### config.mk
export PLATFORM = sky130hd
export DESIGN_NAME = const_rom_arbiter_flat
export DESIGN_NICKNAME = d
export VERILOG_FILES = /design/src/rtl/const_rom_arbiter_pkg.sv /design/src/rtl/const_rom_arbiter_if.sv /design/src/rtl/const_rom_arbiter_rr_pick2.sv /design/src/rtl/const_rom_arbiter.sv /design/src/flat_wrapper.sv
export SDC_FILE = /design/constraint.sdc
export NUM_CORES = 1
export LEC_CHECK = 0
export BUFFER_PORTS_ARGS = -buffer_cell sky130_fd_sc_hd__buf_2
export CAP_MARGIN = 20
export CORE_MARGIN = 10
export CORE_UTILIZATION = 31
export DETAILED_ROUTE_END_ITERATION = 10
export SYNTH_ARGS = -nofsm -noshare
export SYNTH_HDL_FRONTEND = slang
export SYNTH_HIERARCHICAL = 1
export SYNTH_SLANG_ARGS = --single-unit
export TNS_END_PERCENT = 50
### constraint.sdc
create_clock -name clk -period 2 [get_ports clk]
set_clock_uncertainty 0.05 [all_clocks]
set_input_delay 0.1 -clock clk [delete_from_list [all_inputs] [get_ports clk]]
set_output_delay 0.1 -clock clk [all_outputs]
set_load 0.1 [all_outputs]
### src/rtl/const_rom_arbiter_pkg.sv
// Shared types and defaults for the constRom arbiter.
// Latency: n/a (declarations only).
// Backpressure: n/a.
package const_rom_arb_pkg;

    localparam int ADDR_W = 6;   // constRom address width (64 words)
    localparam int DATA_W = 32;  // constRom word width

    typedef enum logic [1:0] {
        ST_IDLE  = 2'd0,
        ST_ISSUE = 2'd1,
        ST_HOLD  = 2'd2
    } state_t;

    // Requester id: 0 or 1.
    typedef logic owner_t;

endpackage

### src/rtl/const_rom_arbiter_if.sv
// Bundle of requester, ROM and output-stream signals around the arbiter.
// Latency: n/a (wiring only).
// Backpressure: out_ready from the consumer; req held until gnt.
// Modports: slave = arbiter side, master = requesters/ROM/consumer side.
interface const_rom_arbiter_if #(
    parameter int ADDR_W = const_rom_arb_pkg::ADDR_W,
    parameter int DATA_W = const_rom_arb_pkg::DATA_W
);
    logic [1:0]        req;
    logic [ADDR_W-1:0] base0;
    logic [ADDR_W-1:0] base1;
    logic [ADDR_W-1:0] len0;
    logic [ADDR_W-1:0] len1;
    logic [1:0]        gnt;
    logic [ADDR_W-1:0] rom_addr;
    logic              rom_read;
    logic [DATA_W-1:0] rom_data;
    logic [DATA_W-1:0] out_data;
    logic              out_valid;
    logic              out_ready;
    logic              out_id;
    logic              out_last;

    modport slave (
        input  req, base0, base1, len0, len1, rom_data, out_ready,
        output gnt, rom_addr, rom_read, out_data, out_valid, out_id, out_last
    );

    modport master (
        output req, base0, base1, len0, len1, rom_data, out_ready,
        input  gnt, rom_addr, rom_read, out_data, out_valid, out_id, out_last
    );
endinterface

### src/rtl/const_rom_arbiter_rr_pick2.sv
// Two-way round-robin selector: picks the requester that did not go last.
// Latency: combinational.
// Backpressure: none; caller decides when the pick is consumed.
// Ports: req[1:0] requests, last_owner previous winner -> any, owner.
module rr_pick2
    import const_rom_arb_pkg::*;
(
    input  logic [1:0] req,
    input  owner_t     last_owner,
    output logic       any,
    output owner_t     owner
);
    assign any = |req;

    // With both asking, alternate away from the last owner; otherwise the
    // single asker wins (req[1] alone -> 1, req[0] alone -> 0).
    assign owner = (req == 2'b11) ? ~last_owner : req[1];
endmodule

### src/rtl/const_rom_arbiter.sv
// Shares constRom between two burst requesters, streaming words out tagged with id/last.
// Latency: gnt one cycle after req seen in IDLE, first word valid one cycle after gnt; 2 cycles/word.
// Backpressure: out_ready low holds the word in HOLD; ROM address does not advance meanwhile.
// Ports: clk, rst_n (async active-low), bus (slave modport: req/base/len in, gnt out,
//        rom_addr/rom_read out, rom_data in, out_data/out_valid/out_id/out_last out, out_ready in).
module const_rom_arbiter
    import const_rom_arb_pkg::*;
#(
    parameter int ADDR_W = const_rom_arb_pkg::ADDR_W,
    parameter int DATA_W = const_rom_arb_pkg::DATA_W
) (
    input  logic               clk,
    input  logic               rst_n,
    const_rom_arbiter_if.slave bus
);
    state_t            r_state;
    state_t            w_state_nx;
    logic [ADDR_W-1:0] r_addr;
    logic [ADDR_W-1:0] r_remaining;
    logic              r_read;
    logic [1:0]        r_gnt;
    logic [DATA_W-1:0] r_data;
    logic              r_valid;
    owner_t            r_id;
    logic              r_last;
    owner_t            r_last_owner;

    logic   w_any;
    owner_t w_owner;
    logic   w_grant;
    logic   w_capture;
    logic   w_accept;

    rr_pick2 u_pick (
        .req        (bus.req),
        .last_owner (r_last_owner),
        .any        (w_any),
        .owner      (w_owner)
    );

    // State register
    always_ff @(posedge clk or negedge rst_n) begin
        if (!rst_n) r_state <= ST_IDLE;
        else        r_state <= w_state_nx;
    end

    // Next-state logic
    always_comb begin
        w_state_nx = r_state;
        case (r_state)
            ST_IDLE:  if (w_any) w_state_nx = ST_ISSUE;
            ST_ISSUE: w_state_nx = ST_HOLD;
            ST_HOLD:  if (bus.out_ready) w_state_nx = r_last ? ST_IDLE : ST_ISSUE;
            default:  w_state_nx = ST_IDLE;
        endcase
    end

    // Per-state control strobes
    always_comb begin
        w_grant   = 1'b0;
        w_capture = 1'b0;
        w_accept  = 1'b0;
        case (r_state)
            ST_IDLE:  w_grant   = w_any;
            ST_ISSUE: w_capture = 1'b1;
            // out_valid is always 1 in HOLD, so ready alone is the accept
            ST_HOLD:  w_accept  = bus.out_ready;
            default:  ;
        endcase
    end

    // Datapath: address/remaining counters and output registers
    always_ff @(posedge clk or negedge rst_n) begin
        if (!rst_n) begin
            r_addr       <= '0;
            r_remaining  <= '0;
            r_read       <= 1'b0;
            r_gnt        <= 2'b00;
            r_data       <= '0;
            r_valid      <= 1'b0;
            r_id         <= 1'b0;
            r_last       <= 1'b0;
            r_last_owner <= 1'b1;  // requester 0 wins the first tie
        end else begin
            r_gnt <= 2'b00;
            if (w_grant) begin
                // base/len sampled only here; later input changes are ignored
                r_addr         <= w_owner ? bus.base1 : bus.base0;
                r_remaining    <= w_owner ? bus.len1  : bus.len0;
                r_id           <= w_owner;
                r_gnt[w_owner] <= 1'b1;
                r_read         <= 1'b1;
            end
            if (w_capture) begin
                r_data  <= bus.rom_data;
                r_valid <= 1'b1;
                r_last  <= (r_remaining == '0);
            end
            if (w_accept) begin
                r_valid <= 1'b0;
                if (r_last) begin
                    r_read       <= 1'b0;
                    r_last_owner <= r_id;
                end else begin
                    r_addr      <= r_addr + 1'b1;  // wraps 63 -> 0
                    r_remaining <= r_remaining - 1'b1;
                end
            end
        end
    end

    assign bus.gnt       = r_gnt;
    assign bus.rom_addr  = r_addr;
    assign bus.rom_read  = r_read;
    assign bus.out_data  = r_data;
    assign bus.out_valid = r_valid;
    assign bus.out_id    = r_id;
    assign bus.out_last  = r_last;
endmodule
### src/flat_wrapper.sv
// flat-port wrapper written by rule: the top's interface ports become plain ports
module const_rom_arbiter_flat import const_rom_arb_pkg::*;
#(
    parameter int ADDR_W = const_rom_arb_pkg::ADDR_W,
    parameter int DATA_W = const_rom_arb_pkg::DATA_W
)
  (clk, rst_n, bus_req, bus_base0, bus_base1, bus_len0, bus_len1, bus_rom_data, bus_out_ready, bus_gnt, bus_rom_addr, bus_rom_read, bus_out_data, bus_out_valid, bus_out_id, bus_out_last);
  const_rom_arbiter_if #(.ADDR_W(ADDR_W), .DATA_W(DATA_W)) bus_i ();
  input  logic clk;
  input  logic rst_n;
  input wire logic [$bits(bus_i.req)-1:0] bus_req;
  input wire logic [$bits(bus_i.base0)-1:0] bus_base0;
  input wire logic [$bits(bus_i.base1)-1:0] bus_base1;
  input wire logic [$bits(bus_i.len0)-1:0] bus_len0;
  input wire logic [$bits(bus_i.len1)-1:0] bus_len1;
  input wire logic [$bits(bus_i.rom_data)-1:0] bus_rom_data;
  input wire logic [$bits(bus_i.out_ready)-1:0] bus_out_ready;
  output wire logic [$bits(bus_i.gnt)-1:0] bus_gnt;
  output wire logic [$bits(bus_i.rom_addr)-1:0] bus_rom_addr;
  output wire logic [$bits(bus_i.rom_read)-1:0] bus_rom_read;
  output wire logic [$bits(bus_i.out_data)-1:0] bus_out_data;
  output wire logic [$bits(bus_i.out_valid)-1:0] bus_out_valid;
  output wire logic [$bits(bus_i.out_id)-1:0] bus_out_id;
  output wire logic [$bits(bus_i.out_last)-1:0] bus_out_last;
  assign bus_i.req = bus_req;
  assign bus_i.base0 = bus_base0;
  assign bus_i.base1 = bus_base1;
  assign bus_i.len0 = bus_len0;
  assign bus_i.len1 = bus_len1;
  assign bus_i.rom_data = bus_rom_data;
  assign bus_i.out_ready = bus_out_ready;
  assign bus_gnt = bus_i.gnt;
  assign bus_rom_addr = bus_i.rom_addr;
  assign bus_rom_read = bus_i.rom_read;
  assign bus_out_data = bus_i.out_data;
  assign bus_out_valid = bus_i.out_valid;
  assign bus_out_id = bus_i.out_id;
  assign bus_out_last = bus_i.out_last;
  const_rom_arbiter #(.ADDR_W(ADDR_W), .DATA_W(DATA_W)) u_core (.clk(clk), .rst_n(rst_n), .bus(bus_i));
endmodule
==> metrics.yaml <==
status: "completed"
whs_path_depth: 3
busiest_layer: "met2"
timing.final.crit_share_pct: 84.3
core_sq_um: 7850
async_reset_ff_share_pct: 100
drtIter0Drc: 97
cts_made_buffers: 5
critPathTopFamily: "multiplexers"
track_usage_pct: 11.4
layout.nets: 409
path_cells: "a21boi_1 -> buf_4 -> mux2_2 -> mux2i_1 -> o221ai_1"
path_class: "reg2reg"
drive_above_1_share_pct: 49.1
viasPerCell: 4.69
synth_compound_area_share_pct: 6.76
wl_per_cell_um: 15.7
drv_slew: 0
cts_sinks: 53
die_h_um: 110
cts_resized: 0
synth_fp_nets: 267
clockRootBuffer: "clkbuf_8"
grt_overflow: 0
grt_pass1_vias: 2386
rsz0062_at_grt: "false"
hold_viol_final: 0
yosysUniqueCellTypes: 37
mostFrequentLayoutCell: "buf_2"
r2r-end: "u_core/r_remaining[4]"
route.detailed.drc: 0
cts_setup_buffers: 0
dp_slack_ns: 0.316
synth.ff_latch_count: 53
synth-xor-area-share_pct: 0
synth_fa_ha_area_share_pct: 1.48
gp_congestion: 0.743
die_w_um: 110
final_cell_mix: "buf_2, dfrtp_1, mux2_2"
fp-row-count: 32
htree_num_levels: 2
use_met3_pct: 4.27
start_util_pct: 32.3
maxCapViolations: 0
worstReg2RegStart: "u_core/r_last_owner"
synth_top_family_by_area: "multiplexers"
cp_max_fo: 13
use_met1_pct: 13.3
fmaxAchievable_mhz: 593
grt_pass1_wl_mm: 11.9
diodes: 0
clk_pin_slew_ns: 0.10
min-delay-path-class: "in2reg"
ctsHoldBuffers: 33
port_buffers: 104
fin_ws_ns: 0.315
critPathArrivalTime_ns: 1.81
end_kind: "register"
dieArea_sq_um: 12200
period_needed_ns: 1.69
synth_area_per_cell_sq_um: 12.5
area_growth_pct: 43.0
ant_nets: 0
synth_cells: 203
setup_viol: 0
cts_tree: "yes"
vias: 2101
cts_max_path_buffers: 2
cp_num_cells: 5
relSlewSlack_pct: 63.8
num_io_pins: 105
required_ns: 2.12
met2_usage_pct: 19.6
hpwlAfterDp_mm: 5.27
netlist_area_sq_um: 2540
fin_cells: 448
antenna_found_initial: 0
ys_seq_area_share_pct: 52.3
hp-start: "bus_len0[0]"
tns_ns: 0
clk_latency_ns: 0.31
wl_mm: 7.02
reg2reg_slack_ns: 0.31
timing.critical_path.buf_inv: 1
cp_slowest_stage_delay_ns: 0.38
drtPass1Iterations: 4
place_inst: 407
reg2reg_depth: 5
synth-simple-area-share_pct: 12.9
synth_edf_count: 0
worst_pin_slew_ns: 0.542
grt_max_degree: 23
muxShareOfSynthArea_pct: 23.7
critPathSlowestCell: "dfstp_2"
fin_hold_ws_ns: 0.0783
yosysWarningCount: 6
cp-start-kind: "register"
hold_path_end: "u_core/r_remaining[0]"
synth_ff_type: "dfrtp_1"
[layer usage]
| layer | vias up | part of all wire, % |
|---|---|---|
| met5 | - | 0 |
| met4 | 0 | 0.75 |
| met3 | 7 | 7.3 |
| met2 | 63 | 49 |
| met1 | 1007 | 43 |
| li1 | 1024 | - |
[per-stage QoR]
stage | utilization [%] | area (sq um)
5_1_grt | 46.2 | 3630
6_report | 46.2 | 3630
3_5_place_dp | 40.9 | 3210
3_3_place_gp | 40.9 | 3210
2_1_floorplan | - | 2540
4_1_cts | 46.2 | 3630
[worst max path at each step]
stage / start / end / slack [ns]
finish: u_core/r_last_owner / u_core/r_remaining[4] / 0.31
CTS: u_core/r_last_owner / u_core/r_remaining[4] / 0.30
global placement: u_core/r_last_owner / u_core/r_remaining[4] / 0.39
global route: u_core/r_last_owner / u_core/r_remaining[4] / 0.18
floorplan: u_core/bus.out_last / u_core/bus.rom_addr[5] / 0.06
detailed placement: u_core/r_last_owner / u_core/r_remaining[4] / 0.32
[cell families (layout without fill, tap and decap cells)]
family | after synthesis | after routing
flip-flops | 53 | 53
AND/OR/NAND/NOR | 53 | 53
AO/OA/AOI/OAI | 23 | 23
adder cells (fa/ha/maj) | 3 | 3
buffers and inverters | 16 | 159
multiplexers | 55 | 55
[cells in the mapped netlist, drive strengths merged, types with 4 or more instances]
master | n | area, sq um
a21oi | 6 | 30.0
and4b | 4 | 40.0
buf | 8 | 40.0
dfrtp | 52 | 1300
inv | 5 | 18.8
mux2 | 41 | 462
mux2i | 14 | 140
nand2 | 13 | 48.8
nand4 | 5 | 31.3
nor2 | 8 | 30.0
nor2b | 5 | 31.3
o221ai | 4 | 35.0
or2 | 5 | 31.3
[area by class of cell]
type	count	area (sq um)
Sequential cell	53	1330
Clock inverter	3	21.3
Timing Repair Buffer	146	918
Fill cell	767	4220
Inverter	5	18.8
Tap cell	102	128
Clock buffer	5	68.8
Multi-Input combinational cell	134	1150
[registers in the layout, indices dropped and copies added, names as in the netlist]
register              flops
u_core/bus.gnt            2
u_core/bus.out_data      32
u_core/bus.out_id         1
u_core/bus.out_last       1
u_core/bus.out_valid      1
u_core/bus.rom_addr       6
u_core/bus.rom_read       1
u_core/r_last_owner       1
u_core/r_remaining        6
u_core/r_state            2
[worst min-delay path: cells and delay by family]
family	cells	cell delay, ns
buf+inv	1	0.07
compound gates	1	0.17
mux	1	0.05
Power is left out: the tool's default activity adds up to more than one toggle a clock period on the data nets, which glitch-free logic cannot reach.
